File: config.mk
export PLATFORM = sky130hd
export DESIGN_NAME = expr_result_misr
export DESIGN_NICKNAME = d
export VERILOG_FILES = /design/src/rtl/expr_result_misr.sv
export SDC_FILE = /design/constraint.sdc
export NUM_CORES = 1
export LEC_CHECK = 0
export ABC_AREA = 1
export CORE_MARGIN = 10
export CORE_UTILIZATION = 25
export CTS_CLUSTER_DIAMETER = 30
export DETAILED_ROUTE_END_ITERATION = 8
export GPL_TIMING_DRIVEN = 0
export PLACE_DENSITY_LB_ADDON = 0.1
export SLEW_MARGIN = 25
export SYNTH_ARGS = -nofsm -noshare
export SYNTH_HDL_FRONTEND = slang
export SYNTH_SLANG_ARGS = --single-unit
File: constraint.sdc
create_clock -name clk -period 1.3 [get_ports clk]
set_input_delay 0.195 -clock clk [delete_from_list [all_inputs] [get_ports clk]]
set_output_delay 0.195 -clock clk [all_outputs]
set_load 0.1 [all_outputs]
File: src/rtl/expr_result_misr.sv
// expr_result_misr
// Compresses a stream of 90-bit expression result beats into a 32-bit
// signature with a CRC-32-polynomial MISR. After SAMPLES accepted beats the
// signature is held on sig_data until the consumer takes it, after which
// the MISR reloads SEED and a new accumulation starts.
//
// Parameters:
//   SAMPLES - accepted beats per signature (1..65535)
//   SEED    - MISR value after reset, clear and each signature hand-off
//
// Ports:
//   clk       - rising-edge clock
//   reset     - asynchronous, active-high reset
//   clear     - synchronous restart of the current accumulation
//   in_valid  - result beat present
//   in_ready  - block accepts a beat this cycle (ACCUM state)
//   in_data   - 90-bit expression result vector
//   sig_valid - signature available (HOLD state)
//   sig_ready - consumer takes the signature
//   sig_data  - current MISR value / signature
//   sig_count - beats accepted in the current accumulation
//
// Optional feature (macro EXPR_MISR_COMPARE_EN):
//   golden    - expected signature
//   match     - sig_valid & (sig_data == golden), 0 during reset
module expr_result_misr #(
  parameter int unsigned SAMPLES = 16,
  parameter logic [31:0] SEED    = 32'hFFFF_FFFF
) (
  input  logic        clk,
  input  logic        reset,
  input  logic        clear,
  input  logic        in_valid,
  output logic        in_ready,
  input  logic [89:0] in_data,
  output logic        sig_valid,
  input  logic        sig_ready,
  output logic [31:0] sig_data,
`ifdef EXPR_MISR_COMPARE_EN
  output logic [15:0] sig_count,
  input  logic [31:0] golden,
  output logic        match
`else
  output logic [15:0] sig_count
`endif
);

  typedef enum logic [0:0] {
    ACCUM = 1'b0,
    HOLD  = 1'b1
  } state_t;

  state_t      state_r, state_next_s;
  logic [31:0] misr_r, misr_next_s;
  logic [15:0] count_r, count_next_s;
  logic        accept_s;
  logic        last_beat_s;

  // XOR-fold the 90-bit beat down to 32 bits; the top 26 bits land in [25:0].
  function automatic logic [31:0] fold90(input logic [89:0] d);
    return d[31:0] ^ d[63:32] ^ {6'b00_0000, d[89:64]};
  endfunction

  // One MISR shift with CRC-32 feedback, then inject the folded beat.
  function automatic logic [31:0] misr_step(input logic [31:0] m, input logic [31:0] f);
    logic [31:0] fb;
    fb = m[31] ? 32'h04C1_1DB7 : 32'h0000_0000;
    return {m[30:0], 1'b0} ^ fb ^ f;
  endfunction

  assign in_ready    = (state_r == ACCUM);
  assign sig_valid   = (state_r == HOLD);
  assign sig_data    = misr_r;
  assign sig_count   = count_r;
  assign accept_s    = in_valid & in_ready;
  // The count reaching SAMPLES on this accept ends the accumulation.
  assign last_beat_s = ((count_r + 16'd1) == 16'(SAMPLES));

`ifdef EXPR_MISR_COMPARE_EN
  assign match = ~reset & sig_valid & (sig_data == golden);
`endif

  // Next-state, MISR and counter update; clear overrides everything.
  always_comb begin
    state_next_s = state_r;
    misr_next_s  = misr_r;
    count_next_s = count_r;
    case (state_r)
      ACCUM: begin
        if (accept_s) begin
          misr_next_s  = misr_step(misr_r, fold90(in_data));
          count_next_s = count_r + 16'd1;
          if (last_beat_s) begin
            state_next_s = HOLD;
          end else begin
            state_next_s = ACCUM;
          end
        end else begin
          state_next_s = ACCUM;
        end
      end
      HOLD: begin
        if (sig_ready) begin
          state_next_s = ACCUM;
          misr_next_s  = SEED;
          count_next_s = 16'd0;
        end else begin
          state_next_s = HOLD;
        end
      end
      default: begin
        state_next_s = ACCUM;
        misr_next_s  = SEED;
        count_next_s = 16'd0;
      end
    endcase
    if (clear) begin
      state_next_s = ACCUM;
      misr_next_s  = SEED;
      count_next_s = 16'd0;
    end else begin
      state_next_s = state_next_s;
    end
  end

  // State, MISR and counter registers with asynchronous reset.
  always_ff @(posedge clk or posedge reset) begin
    if (reset) begin
      state_r <= ACCUM;
      misr_r  <= SEED;
      count_r <= 16'd0;
    end else begin
      state_r <= state_next_s;
      misr_r  <= misr_next_s;
      count_r <= count_next_s;
    end
  end

endmodule

==> Word-level counts from Yosys, hierarchy flattened <==
Cells that the tools add are included.
{ "classes": {"addsub": 1, "n_eq_ne": 3, "n_mux": 14, "n_bitwise": 6, "reduce_logical": 1} }
{ "ops": {"columns": ["cell", "count"], "rows": [
  ["$mux W32", 3],
  ["$pmux W32 S2", 1],
  ["$xor A32 B32 Y32", 2],
  ["$mux W16", 3],
  ["$pmux W16 S2", 1],
  ["$xor A32 B26 Y32", 1],
  ["$xor A32 B27 Y32", 1],
  ["$mux W27", 1],
  ["$add A16 B1 Y16 const B", 1],
  ["$eq A16 B5 Y1 const B", 1],
  ["$mux W1", 4],
  ["$ne A3 B2 Y1 const B", 1],
  ["$ne A3 B3 Y1 const B", 1],
  ["$pmux W1 S2", 1],
  ["$reduce_and A2 Y1", 1],
  ["$and A1 B1 Y1", 1],
  ["$not A1 Y1", 1]
]} }
{ "word_totals": {"regBits": 49, "in_bits": 95, "output_inout_bits": 50, "wordCells": 28} }

==> Logic depth before layout (Yosys ltp) <==
{ "logic_depth": {"ltp_word": 6, "mapped_depth": 11, "ltp_nobuf": 11} }

==> Worst setup path after synthesis <==
No wires, ideal clock.
{ "synth_path": {"kind": "reg2reg", "from": "reg state_r, in the netlist sig_valid", "to": "reg misr_r[10], in the netlist sig_data[10]", "setup_time_ns": 0.061, "arrival_ns": 2.334, "setup_slack_ns": -1.094, "path_stages_with_launch": 10, "period_less_slack_ns": 2.394, "cell_sequence": "dfrtp_1 > inv_2 > nand2_1 > nor2_2 > inv_2 > clkbuf_1 > a21oi_1 > o21ai_0 > o21ai_0 > inv_1"} }
{ "synth_between": {"elab_chain_len": 4, "word_cells_on_any_way": 7, "classes_between": "eq/ne: 2; mux: 2; bitwise: 2; reduce/logical: 1"} }
{ "synth_rtl": {"columns": ["item", "line", "rtl"], "rows": [
  ["start, declared", "53", "state_t state_r, state_next_s;"],
  ["start signal, assigned", "133", "state_r <= state_next_s;"],
  ["$not A1 Y1 (*)", null, null],
  ["via in_ready", "34", "output logic in_ready,"],
  ["$and A1 B1 Y1", "75", "assign accept_s = in_valid & in_ready;"],
  ["$ne A3 B2 Y1 (no line)", null, null],
  ["$reduce_and A2 Y1 (no line)", null, null],
  ["end signal, assigned", "134", "misr_r <= misr_next_s;"],
  ["end, declared", "54", "logic [31:0] misr_r, misr_next_s;"]
]} }
Mark *: on every way through the listed nets, which the timed path passes. The rest lies on a longest branch.
A chain may end at the register's enable or synchronous reset.

==> Final worst setup path <==
{ "layout_path": {"from": "reg count_r[0], in the netlist sig_count[0]", "to": "reg state_r, in the netlist sig_valid"} }
{ "layout_between": {"elab_chain_len": 6} }
{ "layout_rtl": {"columns": ["item", "line", "rtl"], "rows": [
  ["start, declared", "55", "logic [15:0] count_r, count_next_s;"],
  ["start signal, assigned", "135", "count_r <= count_next_s;"],
  ["$add A16 B1 Y16", "77", "assign last_beat_s = ((count_r + 16'd1) == 16'(SAMPLES));"],
  ["$eq A16 B5 Y1", "77", null],
  ["$mux W1", "93", "if (last_beat_s) begin"],
  ["$mux W1", "90", "if (accept_s) begin"],
  ["$pmux W1 S2", "88", "case (state_r)"],
  ["$mux W1", "117", "if (clear) begin"],
  ["via state_next_s", "53", null]
]} }
The timed path passes the listed nets, and every way through them passes these cells.

==> results.py <==
metrics = {
    "logic_synthesis": {
        "synthMuxAreaShare_pct": 0,
        "synth-seq-cells": 49,
        "synth_compound_area_share_pct": 14.0,
        "synth_nets": 488,
        "synth.avg_cell_area_sq_um": 8.28,
        "synthesis.area_sq_um": 3250,
        "synth_top_family_by_area": "XOR/XNOR gates",
        "synth_area_leader_cell": "dfstp_2",
        "synth_simple_gate_area_share_pct": 14.4,
        "synth.top_cell.area_share_pct": 25.9,
        "yosysWarnings": 0,
        "ys_seq_area_share_pct": 39.0,
        "synth_xor_area_share_pct": 23.5,
        "synthAdderAreaFrac_pct": 0.385,
        "synthCells": 392,
        "synthTopCellsByArea": "dfstp_2 (26%), xnor2_1 (16%), dfrtp_1 (13%), xor2_1 (7.8%), inv_1 (6.8%)",
        "synth.lib_cells_used.distinct": 30,
    },
    "place": {
        "port_buffers": 144,
        "dp_hpwl_um": 8440,
        "place_congestion": 0.820,
        "pre_cts_ws_ns": -0.673,
    },
    "global_route": {
        "grt_pass1_vias": 3385,
        "grt_max_degree": 27,
        "antenna_found_initial": 0,
        "grt.total_usage_pct": 12.2,
        "overflow": 0,
        "grt_pass1_wl_um": 17700,
    },
    "run_status": {
        "status": "finished with violations",
        "violations": "negative setup slack",
    },
    "detailed_routing": {
        "wire_per_inst_um": 15.7,
        "drt_pass1_iterations": 4,
        "ant_nets": 0,
        "wl_um": 11800,
        "drc": 0,
        "vias_per_cell": 4.37,
        "vias": 3281,
        "drt_iter0_markers": 129,
    },
    "clocking": {
        "cts_hold_buffers": 0,
        "clock_sinks": 49,
        "cts_buffer_depth": 2,
        "cts_tree": "done",
        "htreeDepth": 2,
        "clk_transition_reported_paths_ns": 0.07,
        "clk_latency_ns": 0.28,
        "cts_made_buffers": 5,
        "ctsRootBufferMaster": "clkbuf_16",
    },
    "floorplan": {
        "core_area_sq_um": 12700,
        "row_count": 41,
        "die_y_um": 134,
        "die_x_um": 134,
        "fp.dieArea_sq_um": 17900,
        "io_pins": 145,
        "initial_core_util_pct": 25.6,
    },
    "power_and_ir_drop": {
        "leakagePower_uw": 0.00254,
        "power_uw": 6330,
        "p_sw_uw": 2500,
        "intPower_uw": 3830,
        "clockPowerShare_pct": 20.2,
        "comb_power_share_pct": 48.5,
        "power_density_nw_per_um2": 1000,
        "seqPwrFrac_pct": 31.3,
        "p_sw_share_pct": 39.5,
        "peakVddDrop_mv": 0.466,
    },
    "cells_and_area": {
        "nets": 674,
        "diodes": 0,
        "layout-drive-gt1-share_pct": 42.1,
        "syn2layout_area_growth_pct": 95.0,
    },
    "timing": {
        "fin_crit_ns": 1.69,
        "relSlewSlack_pct": 62.6,
        "rsz0062_at_grt": "yes",
        "hold_violations": 0,
        "final_max_slew_viol_count": 0,
        "whs_ns": 0.314,
        "worst_pin_slew_ns": 0.560,
        "setup_ws_ns": -0.393,
        "setup_viol": 51,
        "min_period_over_period_pct": 130,
        "clock_skew_ns": 0.00284,
        "fmax_mhz": 590,
    },
    "setup_path": {
        "cp_cell_sequence": "ha_4 > nand3_4 > buf_4 > nor2_4 > nand3_1 > nand2_1 > nand2_1 > nand2_1 > nor2_2 > nand2_1 > a21oi_2",
        "cp.arrival_ns": 1.90,
        "startpoint_type": "flop",
        "slowest_stage": "dfrtp_4",
        "crit_fanout": 4,
        "required_ns": 1.51,
        "crit_type": "reg -> reg",
        "r2r-start": "sig_count[0]",
        "r2r_cells": 11,
        "max_stage_delay_ns": 0.51,
        "critPathCaptureType": "flop",
        "reg2reg_slack_ns": -0.39,
        "timing.rr.end": "sig_valid",
        "cpMostUsedCell": "nand2_1",
    },
    "min_path": {
        "hp-class": "in -> async",
    },
    "job": {
        "max_cap_violations": 0,
    },
}
-- registers in the layout (all words and copies together) (netlist names) --
| register | count |
|---|---|
| sig_count | 16 |
| sig_valid | 1 |
| sig_data | 32 |
-- kinds of logic (layout without fill, tap and decap cells) --
| group | after synthesis | count (layout) |
|---|---|---|
| DFF | 49 | 49 |
| AOI/OAI and AO/OA | 82 | 82 |
| and+or+nand+nor | 99 | 101 |
| adders and majority gates | 1 | 1 |
| buffers and inverters | 74 | 259 |
| xor gates and xnor gates | 87 | 87 |
-- worst max-delay path: cells and delay by family, from the launching register on --
family	cells	cell delay [ns]
buffers and inverters	1	0.13
DFF	1	0.51
AOI/OAI and AO/OA	1	0.14
adders and majority gates	1	0.19
and+or+nand+nor	8	0.66
-- area by class of cell --
type / count / area [sq um]
Inverter: 64 / 262
Sequential cell: 49 / 1320
Clock inverter: 2 / 10.0
Tap cell: 172 / 215
Multi-Input combinational cell: 271 / 2170
Fill cell: 1173 / 6340
Buffer: 8 / 148
Timing Repair Buffer: 179 / 2080
Clock buffer: 6 / 129
-- metrics by stage --
stage                     setup TNS [ns]  cells  util [%]  area (sq um)
after CTS                          -5.86    737      46.6          5910
after floorplan                   -11.67    392         -          3450
final                              -7.01    751      50.0          6330
after global placement            -46.79    708      40.3          5110
after global routing              -10.08    751      50.0          6330
after detailed placement          -39.31    709      40.5          5130
-- synthesized netlist by cell type --
| library cell | n |
|---|---|
| dfstp_2 | 32 |
| nand2_2 | 3 |
| nand3_1 | 12 |
| a21oi_1 | 16 |
| a32o_1 | 1 |
| o22ai_1 | 23 |
| nand2_4 | 1 |
| o21bai_1 | 1 |
| nand3_2 | 1 |
| buf_2 | 2 |
| nor2_1 | 15 |
| a22o_1 | 1 |
| inv_1 | 59 |
| nand2_1 | 51 |
| or2_2 | 1 |
| inv_2 | 4 |
| o21ai_0 | 25 |
| nor2_2 | 4 |
| buf_4 | 1 |
| o21ai_1 | 14 |
| dfrtp_1 | 17 |
| xor2_1 | 29 |
| clkinv_1 | 1 |
| and2_1 | 2 |
| nand4_1 | 5 |
| nor2_4 | 4 |
| a21oi_2 | 1 |
| xnor2_1 | 58 |
| ha_1 | 1 |
| clkbuf_1 | 7 |
-- layout by cell type (no fill, tap or decap), types with 5 or more instances in the layout --
| cell | n |
|---|---|
| o22ai_2 | 17 |
| dfrtp_2 | 6 |
| o21ai_2 | 9 |
| buf_8 | 17 |
| nand2_1 | 47 |
| xor2_1 | 28 |
| inv_2 | 11 |
| a21oi_2 | 14 |
| nor2_4 | 7 |
| inv_1 | 49 |
| nand4_1 | 5 |
| o21ai_1 | 28 |
| buf_12 | 29 |
| buf_6 | 12 |
| nand3_1 | 10 |
| clkdlybuf4s50_1 | 94 |
| dfrtp_4 | 10 |
| xnor2_1 | 44 |
| clkbuf_16 | 7 |
| xnor2_2 | 12 |
| buf_4 | 31 |
| dfstp_2 | 31 |
| nor2_1 | 13 |
-- timing repair --
item,in CTS,in global routing
pin swaps,35,22
setup endpoints to repair,92,79
endpoints found under the hold margin,0,0
cloned,5,2
buffers inserted,15,18
resized for setup,431,87
-- power by group through the flow --
| stage | sequential [uW] | combinational, uW | clock, uW |
|---|---|---|---|
| after floorplan | 2880 | 726 | 0 |
| after global placement | 1920 | 2420 | 0 |
| after detailed placement | 1920 | 2440 | 0 |
| after CTS | 1960 | 2800 | 1320 |
| after global routing | 2010 | 3240 | 1400 |
| final | 1980 | 3070 | 1280 |
-- how the worst max path moves through the flow --
stage	from	to	slack, ns	depth (start not counted)
global placement	sig_data[31]	sig_data[31]	-0.68	1
floorplan	sig_count[1]	sig_valid	-0.43	11
CTS	sig_count[0]	sig_valid	-0.31	11
detailed placement	sig_data[31]	sig_data[31]	-0.67	1
global route	sig_count[0]	sig_valid	-0.46	10
finish	sig_count[0]	sig_valid	-0.39	11
-- routing by layer --
| metal | vias to the layer above | wire, um | GRT usage (%) | share of wire (%) |
|---|---|---|---|---|
| li1 | 1627 | - | - | - |
| met1 | 1559 | 4620 | 13.0 | 39 |
| met2 | 91 | 6240 | 21.9 | 53 |
| met3 | 4 | 902 | 5.23 | 7.6 |
| met4 | 0 | 63 | 2.36 | 0.53 |
| met5 | - | 0 | 0 | 0 |
(Power assumes the default switching activity.)
